--- src/rtl/alu_arbiter.sv ---
// Round-robin arbiter that shares one external 64-bit ALU between two requesters.
// Each operation walks IDLE -> EXEC -> RESP, so a new operation can start every 3 cycles.
module alu_arbiter (
  input  logic        clk,
  input  logic        reset_n,
  input  logic [1:0]  req,
  input  logic [63:0] a0,
  input  logic [63:0] b0,
  input  logic [63:0] a1,
  input  logic [63:0] b1,
  input  logic [2:0]  op0,
  input  logic [2:0]  op1,
  output logic [1:0]  ack,
  output logic [63:0] result,
  output logic [3:0]  flags,
  output logic        done,
  output logic        done_id,
  output logic        busy,
  output logic [63:0] alu_a,
  output logic [63:0] alu_b,
  output logic [2:0]  alu_cntrl,
  input  logic [63:0] alu_result,
  input  logic [3:0]  alu_flags
);

  localparam logic [1:0] IDLE = 2'd0;
  localparam logic [1:0] EXEC = 2'd1;
  localparam logic [1:0] RESP = 2'd2;

  logic [1:0]       state;
  logic             grant;
  logic             ptr;
  logic             win;
  logic [1:0][63:0] a_v;
  logic [1:0][63:0] b_v;
  logic [1:0][2:0]  op_v;

  assign a_v  = {a1, a0};
  assign b_v  = {b1, b0};
  assign op_v = {op1, op0};

  // Pointer only breaks ties; a lone requester always wins.
  assign win = (req == 2'b11) ? ptr : req[1];

  always_ff @(posedge clk or negedge reset_n) begin
    if (!reset_n) begin
      state     <= IDLE;
      grant     <= 1'b0;
      ptr       <= 1'b0;
      alu_a     <= '0;
      alu_b     <= '0;
      alu_cntrl <= '0;
      result    <= '0;
      flags     <= '0;
      done_id   <= 1'b0;
    end else begin
      case (state)
        IDLE: if (|req) begin
          alu_a     <= a_v[win];
          alu_b     <= b_v[win];
          alu_cntrl <= op_v[win];
          grant     <= win;
          state     <= EXEC;
        end
        EXEC: begin
          result  <= alu_result;
          flags   <= alu_flags;
          done_id <= grant;
          state   <= RESP;
        end
        RESP: begin
          ptr   <= ~grant;
          state <= IDLE;
        end
        default: state <= IDLE;
      endcase
    end
  end

  // Strobes decode from state alone so they last exactly the one RESP cycle.
  assign done = (state == RESP);
  assign busy = (state != IDLE);
  assign ack  = {done & grant, done & ~grant};

endmodule

--- config.mk ---
export PLATFORM = sky130hd
export DESIGN_NAME = alu_arbiter
export DESIGN_NICKNAME = d
export VERILOG_FILES = /design/src/rtl/alu_arbiter.sv
export SDC_FILE = /design/constraint.sdc
export NUM_CORES = 1
export LEC_CHECK = 0
export CORE_AREA = 2 2 210 212
export CTS_CLUSTER_DIAMETER = 200
export DETAILED_ROUTE_END_ITERATION = 12
export DIE_AREA = 0 0 212 214
export SLEW_MARGIN = 5
export SYNTH_ARGS = -nofsm -noshare
export SYNTH_HDL_FRONTEND = slang
export SYNTH_SLANG_ARGS = --single-unit
--- constraint.sdc ---
create_clock -name clk -period 2 [get_ports clk]
set_clock_uncertainty 0.1 [all_clocks]
set_input_delay 0.4 -clock clk [delete_from_list [all_inputs] [get_ports clk]]
set_output_delay 0.4 -clock clk [all_outputs]
set_load 0.005 [all_outputs]
# [After elaboration in Yosys (flattened, before gate mapping)]
# Cells that the tools add are included.
[classes] div_mod_pow=0 n_mul=0 bitwise_logic=3 eq_ne=4 magnitude_cmp=1 n_reduce_logical=4 mux=9 shift=0 n_addsub=0
[ops] operator="$mux 64" n=4
[ops] operator="$mux 3" n=2
[ops] operator="$eq 2x2->1 const B" n=2
[ops] operator="$pmux 2 s2" n=1
[ops] operator="$and 1x1->1" n=2
[ops] operator="$eq 2x1->1 const B" n=1
[ops] operator="$logic_not 2->1" n=1
[ops] operator="$lt 1x2->1 const B" n=1
[ops] operator="$mux 2" n=1
[ops] operator="$ne 2x2->1 const B" n=1
[ops] operator="$reduce_and 2->1" n=1
[ops] operator="$reduce_bool 2->1" n=1
[ops] operator="$reduce_or 2->1" n=1
[ops] operator="$mux 1" n=1
[ops] operator="$not 1->1" n=1
[totals] memories=0 ram_bits=0 elab_cells=30 romBits=0 out_inout_bits=204 reg_bits=204 latchBits=0

# [Depth between registers and ports, before layout]
# Gate-level depths: netlist of run 1.
[depth] word_depth=4 mapped_depth=6 ltp_nobuf=4

# [Worst setup path after synthesis of run 1]
# Ideal clock, no wire load.
[synth_timing] path_type="flip-flop to flip-flop" startpoint="reg state[1]" endpoint="reg alu_a[0]" n_path_buf=3 arrival_ns=1.338 required_ns=1.769 path_stages_with_launch=7 slack_ns=0.431 setup_ns=0.131 cell_sequence="dfrtp_1 -> or2_1 -> buf_6 -> buf_2 -> buf_2 -> a311oi_1 -> a2bb2oi_1"
[synth_between] elab_chain_len=2
[synth_lines] item="from (decl)" line_no="30" text="logic [1:0] state;"
[synth_lines] item="from (signal assigned)" line_no="47" text="state <= IDLE;"
[synth_lines] item="from (signal assigned)" line_no="63" text="state <= EXEC;"
[synth_lines] item="from (signal assigned)" line_no="69" text="state <= RESP;"
[synth_lines] item="$logic_not 2->1" line_no="57" text="case (state)"
[synth_lines] item="$reduce_and 2->1 (no line)"
[synth_lines] item="to (signal assigned)" line_no="59" text="alu_a <= a_v[win];"
[synth_lines] item="to (decl)" line_no="19" text="output logic [63:0] alu_a,"
# No other way between the ends.
# A chain may end at the register's enable or synchronous reset.

# [Worst setup path after layout of run 1]
[layout_timing] startpoint="reg alu_b[32]" endpoint="out alu_b[32]"
[layout_lines] item="from (decl)" line_no="20" text="output logic [63:0] alu_b,"
[layout_lines] item="from (signal assigned)" line_no="60" text="alu_b <= b_v[win];"
# No word-level cell between the ends.

==> results of run 1 <==
==> layout by cell type (no fill, tap or decap), types with 2 or more instances in the layout <==
master	instances
a2bb2oi_1	131
a311oi_1	130
buf_12	24
buf_2	3
buf_4	58
bufinv_16	3
clkbuf_1	6
clkbuf_16	25
clkbuf_8	4
clkdlybuf4s50_1	512
clkinv_2	4
dfrtp_1	203
dlygate4sd2_1	10
dlymetal6s2s_1	9
nand2_1	207
nor2_1	2
o21ai_0	132
==> logic make-up (layout without fill, tap and decap cells) <==
kind of cell / Yosys count / in the layout / synth area share
compound gates: 395 / 395 / 0.311
buf+inv: 118 / 662 / 0.0629
flops: 204 / 204 / 0.536
other cells: 0 / 1 / 0
simple gates: 218 / 218 / 0.0903
==> state kept, by name, indices dropped and copies added (netlist names) <==
name,count
done_id,1
ptr,1
alu_b,64
result,64
alu_cntrl,3
grant,1
state,2
alu_a,64
flags,4
==> report_power, final <==
| group | leakage [nW] | switching (W) | internal [W] |
|---|---|---|---|
| logic | 4.03 | 0.00508 | 0.00712 |
| clock network | 0.391 | 0.00177 | 0.00277 |
| registers | 2.36 | 0.00128 | 0.00623 |
==> how the worst max path moves through the flow <==
stage / start / depth (start not counted) / to / slack [ns]
2_1_floorplan: state[1] / 6 / alu_a[0] / 0.43
3_3_place_gp: req[0] / 5 / alu_b[60] / -0.13
3_5_place_dp: req[0] / 5 / alu_b[7] / -0.14
4_1_cts: alu_a[63] / 1 / alu_a[63] / 0.008
5_1_grt: alu_b[4] / 1 / alu_b[4] / 0.002
6_report: alu_b[32] / 1 / alu_b[32] / 0.06
==> area by class of cell <==
cell class	instances	share of cell area
Sequential cell	204	0.304
Clock buffer	34	0.0411
Multi-Input combinational cell	613	0.229
Tap cell	585	0.0436
Inverter	2	0.000522
Timing Repair Buffer	619	0.374
Antenna cell	1	0.000149
Clock inverter	7	0.00671
==> through the flow <==
stage | instance area, µm² | hold WS (ns) | util | setup WS (ns)
5_1_grt | 16800 | 0.265 | 0.391 | 0.00177
2_1_floorplan | 9530 | 0.00441 | - | 0.431
4_1_cts | 16800 | 0.264 | 0.391 | 0.00823
3_3_place_gp | 15900 | 0.302 | 0.371 | -0.128
6_report | 16800 | 0.296 | 0.391 | 0.0613
3_5_place_dp | 15900 | 0.300 | 0.371 | -0.139
==> routing by layer <==
metal	vias up	part of all wire	track usage	routed length, µm
li1	4578	-	-	-
met1	4877	0.39	0.220	17000
met2	502	0.48	0.312	20900
met3	73	0.092	0.0554	3980
met4	0	0.034	0.0622	1470
met5	-	0	0	0
==> timing repair <==
item / CTS / global route
buffers inserted: 5 / 0
pin swaps: 2 / 0
cloned: 0 / 0
hold endpoints to repair: 34 / 0
hold buffers: 1 / 0
endpoints found under the setup margin: 15 / 12
gates resized for setup: 24 / 13
==> summary.md, run 1 <==
| Metric | Value |
|---|---|
| Fmax | `516 MHz` |
| Reg2Reg Depth | `5` |
| Worst-path clk slew | `0.06 ns` |
| Crit path required time | `1.50 ns` |
| Largest net degree at the start of global routing | `68` |
| Synth Flop Type | `dfrtp_1` |
| CTS tree | `yes` |
| Clock Latency Late Sink | `0.53 ns` |
| RSZ-0062 raised after global routing | `no` |
| Routed WL per cell | `21.0 µm` |
| Row cnt | `76` |
| Die Width | `212 µm` |
| PortBufs | `537` |
| Hold Path End | `result[28]` |
| Count leader, synth | `nand2_1` |
| Critical path type | `flop to primary output` |
| Critical Path Max Stage Delay | `0.55 ns` |
| Asr flop ratio synth | `1.00` |
| Mapped Nets | `1,269` |
| Sequential area share after synthesis | `0.536` |
| Minimum clock period after layout | `1.94 ns` |
| CTS buffer count | `24` |
| EDFF count, synth | `0` |
| Final hold vios | `0` |
| Max-cap violations | `0` |
| Cell family with the largest share of critical-path delay | `buffers and inverters` |
| Worst setup SP type | `flop` |
| Min-Delay Path Class | `input port to flop` |
| Top cells by count, synth | `nand2_1 (207), dfrtp_1 (204), o21ai_0 (132)` |
| Vias per cell | `4.86` |
| CP arrival | `1.44 ns` |
| Final GP Congestion | `0.864` |
| Io pins | `538` |
| Initial antenna violation count | `2` |
| Number of vias after detailed routing | `10.0k` |
| Setup-failing EPs final | `0` |
| Crit end category | `primary output` |
| TritonRoute pass-1 iters | `8` |
| Final period util | `0.969` |
| Die H | `214 µm` |
| Crit path cell chain | `clkdlybuf4s50_1` |
| Most area-hungry cell type in the Yosys netlist | `dfrtp_1` |
| Slowest cell on the critical path | `clkdlybuf4s50_1` |
| DRC viols | `0` |
| R2R Path End | `alu_b[4]` |
| Mapped Avg Cell Area | `10.2 µm²` |
| Slew @ Worst Pin | `0.590 ns` |
| Number of synthesis warnings | `0` |
| Fin. max-slew vios | `0` |
| Fin nets | `1,798` |
| Layout cells sized above 1 | `0.0899` |
| R2r setup slk | `0.11 ns` |
| Synth-to-layout area growth | `76.2%` |
| Reg2reg start | `state[0]` |
| Post-synthesis instance area | `9530 µm²` |
| Layout Cells excl Fill | `2,065` |
| Core Area | `42,900 µm²` |
| Initial drt markers | `930` |
| Register area | `5110 µm²` |
| Detail Placement HPWL | `31.5 mm` |
| Netlist cell types | `21` |
| Cell Pwr Density | `1440 nW/µm²` |
| Max IR drop VDD | `848 µV` |
| Lkg Pwr | `6.78 nW` |
| Yosys reg bits | `204` |
| CTS max path bufs | `3` |
| Post-route setup TNS | `0 ns` |
| First-pass GRT wire length | `64.8 mm` |
| Initial core utilization | `0.222` |
| CP bufs+invs | `1` |
| Multi-input combinational cell area | `3850 µm²` |
| Status | `finished, final reports clean` |
| Remaining antenna violation count | `0` |
| Fillers | `4,212` |
| H-tree Lvls | `1` |
| Syn Inst Count | `935` |
| Slew margin rel. | `0.607` |
| Global route overflow | `0` |
| Total power | `0.0242 W` |
| Hold Crit Depth | `3` |
| Die area | `45,400 µm²` |
| Hold Startpoint | `alu_result[28]` |
| CTS Sinks | `204` |
| Post-synth top area share | `0.536` |
| Worst Path Max Fanout | `2` |
| Vias in the first global route | `10.5k` |
| Final WL | `43.3 mm` |
| Clock root buffer | `clkbuf_16` |
| GR Util All Layers | `0.184` |
| Synth area leaders | `dfrtp_1 (54%), a2bb2oi_1 (12%), a311oi_1 (12%)` |
| Placed Instances | `2,017` |
Note: power is estimated with default switching activity, not from simulation.
==> run 2, diff against run 1 <==
Settings changed: SLEW_MARGIN 5 to 20.
==> results of run 2 <==
Final layout, timing and power as in run 1 (identical DEF).
